**src/rtl/ofdm_frame_scheduler.sv**
```systemverilog
// OFDM frame scheduler: locks to SOF, strips CP and inter-frame gap, tags payload with symbol index.
// Optional build macro OFDM_FRAME_SCHED_RESYNC_EN: an SOF seen during the gap restarts the frame on that beat.
module ofdm_frame_scheduler #(
  parameter int INPUT_WIDTH          = 12,
  parameter int NFFT_MAX             = 4096,
  parameter int CP_MAX               = 1024,
  parameter int SYMBOL_COUNTER_WIDTH = 7,
  parameter int GAP_WIDTH            = 20,
  parameter int FIFO_DEPTH           = 16
) (
  input  logic                              clk,
  input  logic                              rst,
  input  logic [4*INPUT_WIDTH-1:0]          s_axis_tdata,
  input  logic                              s_axis_tuser,
  input  logic                              s_axis_tvalid,
  output logic                              s_axis_tready,
  output logic [4*INPUT_WIDTH-1:0]          m_axis_tdata,
  output logic [SYMBOL_COUNTER_WIDTH-1:0]   m_axis_tuser,
  output logic                              m_axis_tvalid,
  input  logic                              m_axis_tready,
  output logic                              m_axis_tlast,
  input  logic [$clog2(NFFT_MAX+1)-1:0]     cfg_nfft,
  input  logic [$clog2(CP_MAX+1)-1:0]       cfg_cp_len,
  input  logic [SYMBOL_COUNTER_WIDTH-1:0]   cfg_n_symbols,
  input  logic [GAP_WIDTH-1:0]              cfg_gap,
  input  logic                              cfg_last_per_symbol,
  input  logic                              soft_resync,
  input  logic signed [7:0]                 sto_correction,
  input  logic                              sto_valid,
  output logic                              sto_ready,
  output logic                              locked,
  output logic [15:0]                       frame_count
);

  localparam int SW  = $clog2(NFFT_MAX + CP_MAX);
  localparam int NW  = $clog2(NFFT_MAX + 1);
  localparam int CW  = $clog2(CP_MAX + 1);
  localparam int LW  = SW + 1;
  localparam int SCW = SYMBOL_COUNTER_WIDTH;
  localparam int DW  = 4 * INPUT_WIDTH;
  localparam int EW  = DW + SCW + 1;
  localparam int AW  = $clog2(FIFO_DEPTH);
  localparam int PW  = GAP_WIDTH + 1;
  localparam int XW  = GAP_WIDTH + 3;

  localparam logic signed [PW:0]   PEND_MAX = (PW+1)'((1 << (PW-1)) - 1);
  localparam logic signed [PW:0]   PEND_MIN = ~PEND_MAX;
  localparam logic signed [PW-1:0] PEND_ONE = PW'(1);

  localparam logic [1:0] ST_SEARCHING  = 2'd0;
  localparam logic [1:0] ST_COLLECTING = 2'd1;
  localparam logic [1:0] ST_TRACKING   = 2'd2;

`ifdef OFDM_FRAME_SCHED_RESYNC_EN
  localparam logic RESYNC_EN = 1'b1;
`else
  localparam logic RESYNC_EN = 1'b0;
`endif

  logic [1:0]            state_reg;
  logic [SW-1:0]         sample_reg;
  logic [SCW-1:0]        sym_reg;
  logic [GAP_WIDTH-1:0]  gap_reg;
  logic signed [PW-1:0]  pending_reg;
  logic                  locked_reg;
  logic [15:0]           frame_count_reg;
  logic [NW-1:0]         nfft_sh;
  logic [CW-1:0]         cp_sh;
  logic [SCW-1:0]        nsym_sh;
  logic [GAP_WIDTH-1:0]  gap_sh;
  logic                  lps_sh;

  logic [EW-1:0]         mem [FIFO_DEPTH];
  logic [AW-1:0]         wr_ptr_reg, rd_ptr_reg;
  logic [AW:0]           count_reg, count_next;
  logic                  tready_reg;

  logic in_fire, sto_fire, push, pop, start, in_frame, eff_zero;
  logic signed [PW:0]   pend_sum;
  logic signed [PW-1:0] pend_sat;
  logic signed [XW-1:0] eff_sum;

  logic [NW-1:0]        cur_nfft;
  logic [CW-1:0]        cur_cp;
  logic [SCW-1:0]       cur_nsym, cur_sym;
  logic [GAP_WIDTH-1:0] cur_gap;
  logic                 cur_lps;
  logic [SW-1:0]        cur_sample;
  logic                 is_payload, end_sym, end_frame, push_last;

  assign in_fire   = s_axis_tvalid && s_axis_tready;
  assign sto_ready = (state_reg == ST_TRACKING);
  assign sto_fire  = sto_valid && sto_ready;

  // Pending STO accumulator and effective gap, both including a same-cycle accept.
  always_comb begin
    pend_sum = {pending_reg[PW-1], pending_reg};
    if (sto_fire)
      pend_sum = pend_sum + (PW+1)'(sto_correction);
    if (pend_sum > PEND_MAX)
      pend_sat = PEND_MAX[PW-1:0];
    else if (pend_sum < PEND_MIN)
      pend_sat = PEND_MIN[PW-1:0];
    else
      pend_sat = pend_sum[PW-1:0];
    eff_sum  = $signed({3'b000, gap_reg}) + XW'(pend_sat);
    eff_zero = eff_sum[XW-1] || (eff_sum == '0);
  end

  assign start = !soft_resync && in_fire &&
                 (((state_reg == ST_SEARCHING) && s_axis_tuser) ||
                  ((state_reg == ST_TRACKING) && (eff_zero || (RESYNC_EN && s_axis_tuser))));
  assign in_frame = !soft_resync && in_fire && (start || (state_reg == ST_COLLECTING));

  // A frame-start beat is processed with the live config, later beats with the shadow copy.
  assign cur_nfft   = start ? cfg_nfft            : nfft_sh;
  assign cur_cp     = start ? cfg_cp_len          : cp_sh;
  assign cur_nsym   = start ? cfg_n_symbols       : nsym_sh;
  assign cur_gap    = start ? cfg_gap             : gap_sh;
  assign cur_lps    = start ? cfg_last_per_symbol : lps_sh;
  assign cur_sample = start ? '0                  : sample_reg;
  assign cur_sym    = start ? '0                  : sym_reg;

  assign is_payload = LW'(cur_sample) < LW'(cur_nfft);
  assign end_sym    = LW'(cur_sample) == (LW'(cur_nfft) + LW'(cur_cp) - LW'(1));
  assign end_frame  = end_sym && (cur_sym == cur_nsym);
  assign push_last  = (LW'(cur_sample) == (LW'(cur_nfft) - LW'(1))) &&
                      (cur_lps || (cur_sym == cur_nsym));
  assign push       = in_frame && is_payload;

  always_ff @(posedge clk or posedge rst) begin
    if (rst) begin
      state_reg       <= ST_SEARCHING;
      sample_reg      <= '0;
      sym_reg         <= '0;
      gap_reg         <= '0;
      pending_reg     <= '0;
      locked_reg      <= 1'b0;
      frame_count_reg <= '0;
      nfft_sh         <= '0;
      cp_sh           <= '0;
      nsym_sh         <= '0;
      gap_sh          <= '0;
      lps_sh          <= 1'b0;
    end else if (soft_resync) begin
      state_reg   <= ST_SEARCHING;
      sample_reg  <= '0;
      sym_reg     <= '0;
      pending_reg <= '0;
      locked_reg  <= 1'b0;
    end else begin
      if (start) begin
        nfft_sh         <= cfg_nfft;
        cp_sh           <= cfg_cp_len;
        nsym_sh         <= cfg_n_symbols;
        gap_sh          <= cfg_gap;
        lps_sh          <= cfg_last_per_symbol;
        frame_count_reg <= frame_count_reg + 16'd1;
        locked_reg      <= 1'b1;
        pending_reg     <= '0;
      end else if (state_reg == ST_TRACKING) begin
        // gap_reg is zero only when pending is positive, so nothing underflows.
        if (in_fire && gap_reg != '0) begin
          gap_reg     <= gap_reg - GAP_WIDTH'(1);
          pending_reg <= pend_sat;
        end else if (in_fire) begin
          pending_reg <= pend_sat - PEND_ONE;
        end else begin
          pending_reg <= pend_sat;
        end
      end
      if (in_frame) begin
        if (end_frame) begin
          state_reg  <= ST_TRACKING;
          gap_reg    <= cur_gap;
          sample_reg <= '0;
          sym_reg    <= '0;
        end else if (end_sym) begin
          state_reg  <= ST_COLLECTING;
          sample_reg <= '0;
          sym_reg    <= cur_sym + SCW'(1);
        end else begin
          state_reg  <= ST_COLLECTING;
          sample_reg <= cur_sample + SW'(1);
          sym_reg    <= cur_sym;
        end
      end
    end
  end

  // Payload FIFO: registered storage, head read directly so data shows one cycle after push.
  assign pop        = (count_reg != '0) && m_axis_tready;
  assign count_next = count_reg + (AW+1)'(push) - (AW+1)'(pop);

  always_ff @(posedge clk) begin
    if (push)
      mem[wr_ptr_reg] <= {s_axis_tdata, cur_sym, push_last};
  end

  always_ff @(posedge clk or posedge rst) begin
    if (rst) begin
      wr_ptr_reg <= '0;
      rd_ptr_reg <= '0;
      count_reg  <= '0;
      tready_reg <= 1'b0;
    end else begin
      if (push)
        wr_ptr_reg <= wr_ptr_reg + AW'(1);
      if (pop)
        rd_ptr_reg <= rd_ptr_reg + AW'(1);
      count_reg  <= count_next;
      tready_reg <= (count_reg <= (AW+1)'(FIFO_DEPTH-2)) ||
                    ((count_reg <= (AW+1)'(FIFO_DEPTH-1)) && pop);
    end
  end

  logic [EW-1:0] head;
  assign head          = mem[rd_ptr_reg];
  assign m_axis_tvalid = (count_reg != '0);
  assign m_axis_tdata  = m_axis_tvalid ? head[EW-1 -: DW] : '0;
  assign m_axis_tuser  = m_axis_tvalid ? head[SCW:1]      : '0;
  assign m_axis_tlast  = m_axis_tvalid ? head[0]          : 1'b0;
  assign s_axis_tready = tready_reg;
  assign locked        = locked_reg;
  assign frame_count   = frame_count_reg;

endmodule

```
**config.mk**
```make
export PLATFORM = sky130hd
export DESIGN_NAME = ofdm_frame_scheduler
export DESIGN_NICKNAME = d
export VERILOG_FILES = /design/src/rtl/ofdm_frame_scheduler.sv
export SDC_FILE = /design/constraint.sdc
export NUM_CORES = 1
export LEC_CHECK = 0
export CAP_MARGIN = 20
export CORE_MARGIN = 1.5
export CORE_UTILIZATION = 60
export DETAILED_ROUTE_END_ITERATION = 10
export GPL_ROUTABILITY_DRIVEN = 1
export PLACE_DENSITY = 0.79
export SLEW_MARGIN = 20
export SYNTH_ARGS = -nofsm -noshare
export SYNTH_HDL_FRONTEND = slang
export SYNTH_SLANG_ARGS = --single-unit
```
**constraint.sdc**
```tcl
create_clock -name clk -period 26.9 [get_ports clk]
set_clock_uncertainty 0.15 [all_clocks]
set_input_delay 2.69 -clock clk [delete_from_list [all_inputs] [get_ports clk]]
set_output_delay 2.69 -clock clk [all_outputs]
set_load 0.01 [all_outputs]
```
==> flow_summary.yaml <==
status:
  status: "complete, no violations"
grt:
  grt-busiest-layer: "met2"
  grt_max_degree: 80
  use_met2_pct: 52.9
  met1_usage_pct: 39.4
  antenna_found_initial: 5
  met3_usage_pct: 4.28
  grt_pass1_wl_um: 176000
  grt_usage_pct: 30.2
  grt_overflow: 0
  grt_pass1_vias: 28000
die:
  initial_utilization_pct: 60.7
  dieArea_um2: 78600
  die_h_um: 280
  io_pins: 191
  fp-row-count: 101
  core_area_um2: 76100
  dieWidth_um: 280
setup_path:
  cpPeakStageDelay_ns: 0.82
  crit_type: "in2reg"
  crit_fanout: 45
  crit_required_ns: 27.28
  endpoint_kind: "flop"
  reg2reg_slack_ns: 14.63
  path_buf_inv: 5
  slowest_stage: "nor3_1"
  crit_family: "compound AO/OA/AOI/OAI gates"
  critPathLaunchType: "input port"
  crit_path_frequent_cell: "ha_1"
  cp.arrival_ns: 15.01
synthesis:
  synth_top_family_by_area: "multiplexers"
  async_reset_ff_share_pct: 14.0
  synth_simple_gate_area_share_pct: 6.56
  ys_seq_area_share_pct: 66.2
  synth_compound_area_share_pct: 5.67
  muxShareOfSynthArea_pct: 14.7
  syn_area_um2: 46200
  yosysWarnings: 0
  synth_edf_count: 896
  synthAdderAreaFrac_pct: 3.06
  synth_area_per_cell_um2: 16.4
  ys_seq_elements: 1042
  synthCells: 2814
  synth_ff_type: "edfxtp_1"
  ys_types: 85
  synth_fp_nets: 3033
  synth-xor-area-share_pct: 1.86
finish:
  final_common_cell: "edfxtp_1"
  nets: 3236
  drive_above_1_share_pct: 17.9
  area_growth_syn_to_layout_pct: 14.1
  postLayoutCoreUtil_pct: 69.2
  multi_input_area_um2: 14800
  layout_common_cells: "edfxtp_1 (896), mux4_2 (280), nand2_1 (193)"
  largest_reg_flops: 896
  fillCellCount: 4700
  regArea_um2: 30600
timing:
  fin_crit_sh_pct: 54.4
  tns_ns: 0
  hold_violations: 0
  rsz0062_at_grt: "false"
  setup_violations: 0
  whs_ns: 0.325
  max_freq_mhz: 68.4
  finalCriticalPeriod_ns: 14.63
  slew_violations: 0
  slew-limit-headroom_pct: 28.0
  tightest_slew_ns: 1.08
clock_network:
  cts_made_buffers: 101
  clkTransAtPathRegs_ns: 0.06
  postCtsSetupBuffers: 0
  clock-sinks: 1042
  clockRootBuffer: "clkbuf_16"
  tritoncts: "yes"
  cts_htree_levels: 3
  cts_hold_buf: 0
  max-clock-path-buffers: 3
  clk_latency_ns: 0.66
  cts_resized: 0
routing:
  dr_total_vias: 27100
  drc: 0
  avgViaCountPerCell: 6.56
  wl_per_cell_um: 28.3
  finalWirelength_um: 117000
  drtIter0Drc: 3303
  antenna_left: 0
  first_pass_iters: 6
power_and_ir_drop:
  power.ir.vdd_worst_v: 0.0000764
  power_density_nw_per_um2: 94.5
  p_leak_nw: 18.1
placement:
  portBuffers: 190
  dp_hpwl_um: 64500
  gp_congestion: 0.903
run:
  drv_cap: 0
worst_hold_path:
  hold_class: "reg2reg"
==> power by group <==
group	leakage [nW]	switching (mW)	internal, mW
Combinational	6.51	0.809	0.839
Sequential	9.95	0.0847	1.81
Clock	1.63	0.621	0.818
==> cell usage after synthesis, drive strengths merged, types with 18 or more instances <==
cell | number | area (um2)
nor2 | 115 | 432
and2 | 78 | 488
xnor2 | 66 | 578
inv | 109 | 409
nor3 | 48 | 257
nand2 | 193 | 724
a211oi | 19 | 148
o211ai | 18 | 135
mux4 | 280 | 6310
ha | 100 | 1250
mux2 | 34 | 383
buf | 40 | 178
dfrtp | 146 | 3650
clkbuf | 91 | 342
edfxtp | 896 | 26900
xor2 | 32 | 280
or3 | 22 | 138
a21o | 21 | 158
nand4 | 24 | 156
a21oi | 90 | 458
o21ai | 83 | 415
o21a | 22 | 165
nand3 | 40 | 200
==> through the flow <==
stage / total power [mW] / setup slack, ns / area, um2 / instances
2_1_floorplan: 3.03 / 11.70 / 46200 / 2814
4_1_cts: 5.00 / 12.52 / 52600 / 4130
6_report: 4.98 / 12.27 / 52700 / 4134
5_1_grt: 5.19 / 11.25 / 52700 / 4132
3_5_place_dp: 3.54 / 11.91 / 49300 / 3944
3_3_place_gp: 3.50 / 12.27 / 49300 / 3944
==> final timing paths <==
path	startpoint	to	cells past startpoint
min in group asynchronous	rst	pending_reg[7]	2
max	sto_correction[7]	gap_reg[7]	41
min	count_reg[4]	s_axis_tready	1
max reg2reg	pending_reg[0]	gap_reg[7]	42
min reg2reg	count_reg[4]	s_axis_tready	1
max in group asynchronous	rst	pending_reg[11]	3
==> logic make-up (layout without fill, tap and decap cells) <==
kind of cell / Yosys count / count (layout)
compound gates: 389 / 389
xor+xnor: 98 / 98
fa+ha+maj: 112 / 112
buf+inv: 241 / 527
flops: 1042 / 1042
mux: 322 / 322
other cells: 0 / 4
simple gates: 610 / 610
==> cell type report <==
cell class / instances / area share [%]
antenna: 4 / 0.0190
clock buffer: 132 / 5.12
clock inverter: 54 / 1.24
inverter: 110 / 0.793
multi-input combinational: 1531 / 28.1
sequential: 1042 / 58.0
tap: 1030 / 2.45
timing repair buffer: 231 / 4.22
==> routing by layer <==
metal,up-vias,share of wire (%)
met5,-,0.030
met2,1504,52
li1,11500,-
met1,13900,37
met3,221,8.2
met4,6,2.8
Power figures use the tool's default switching activity.
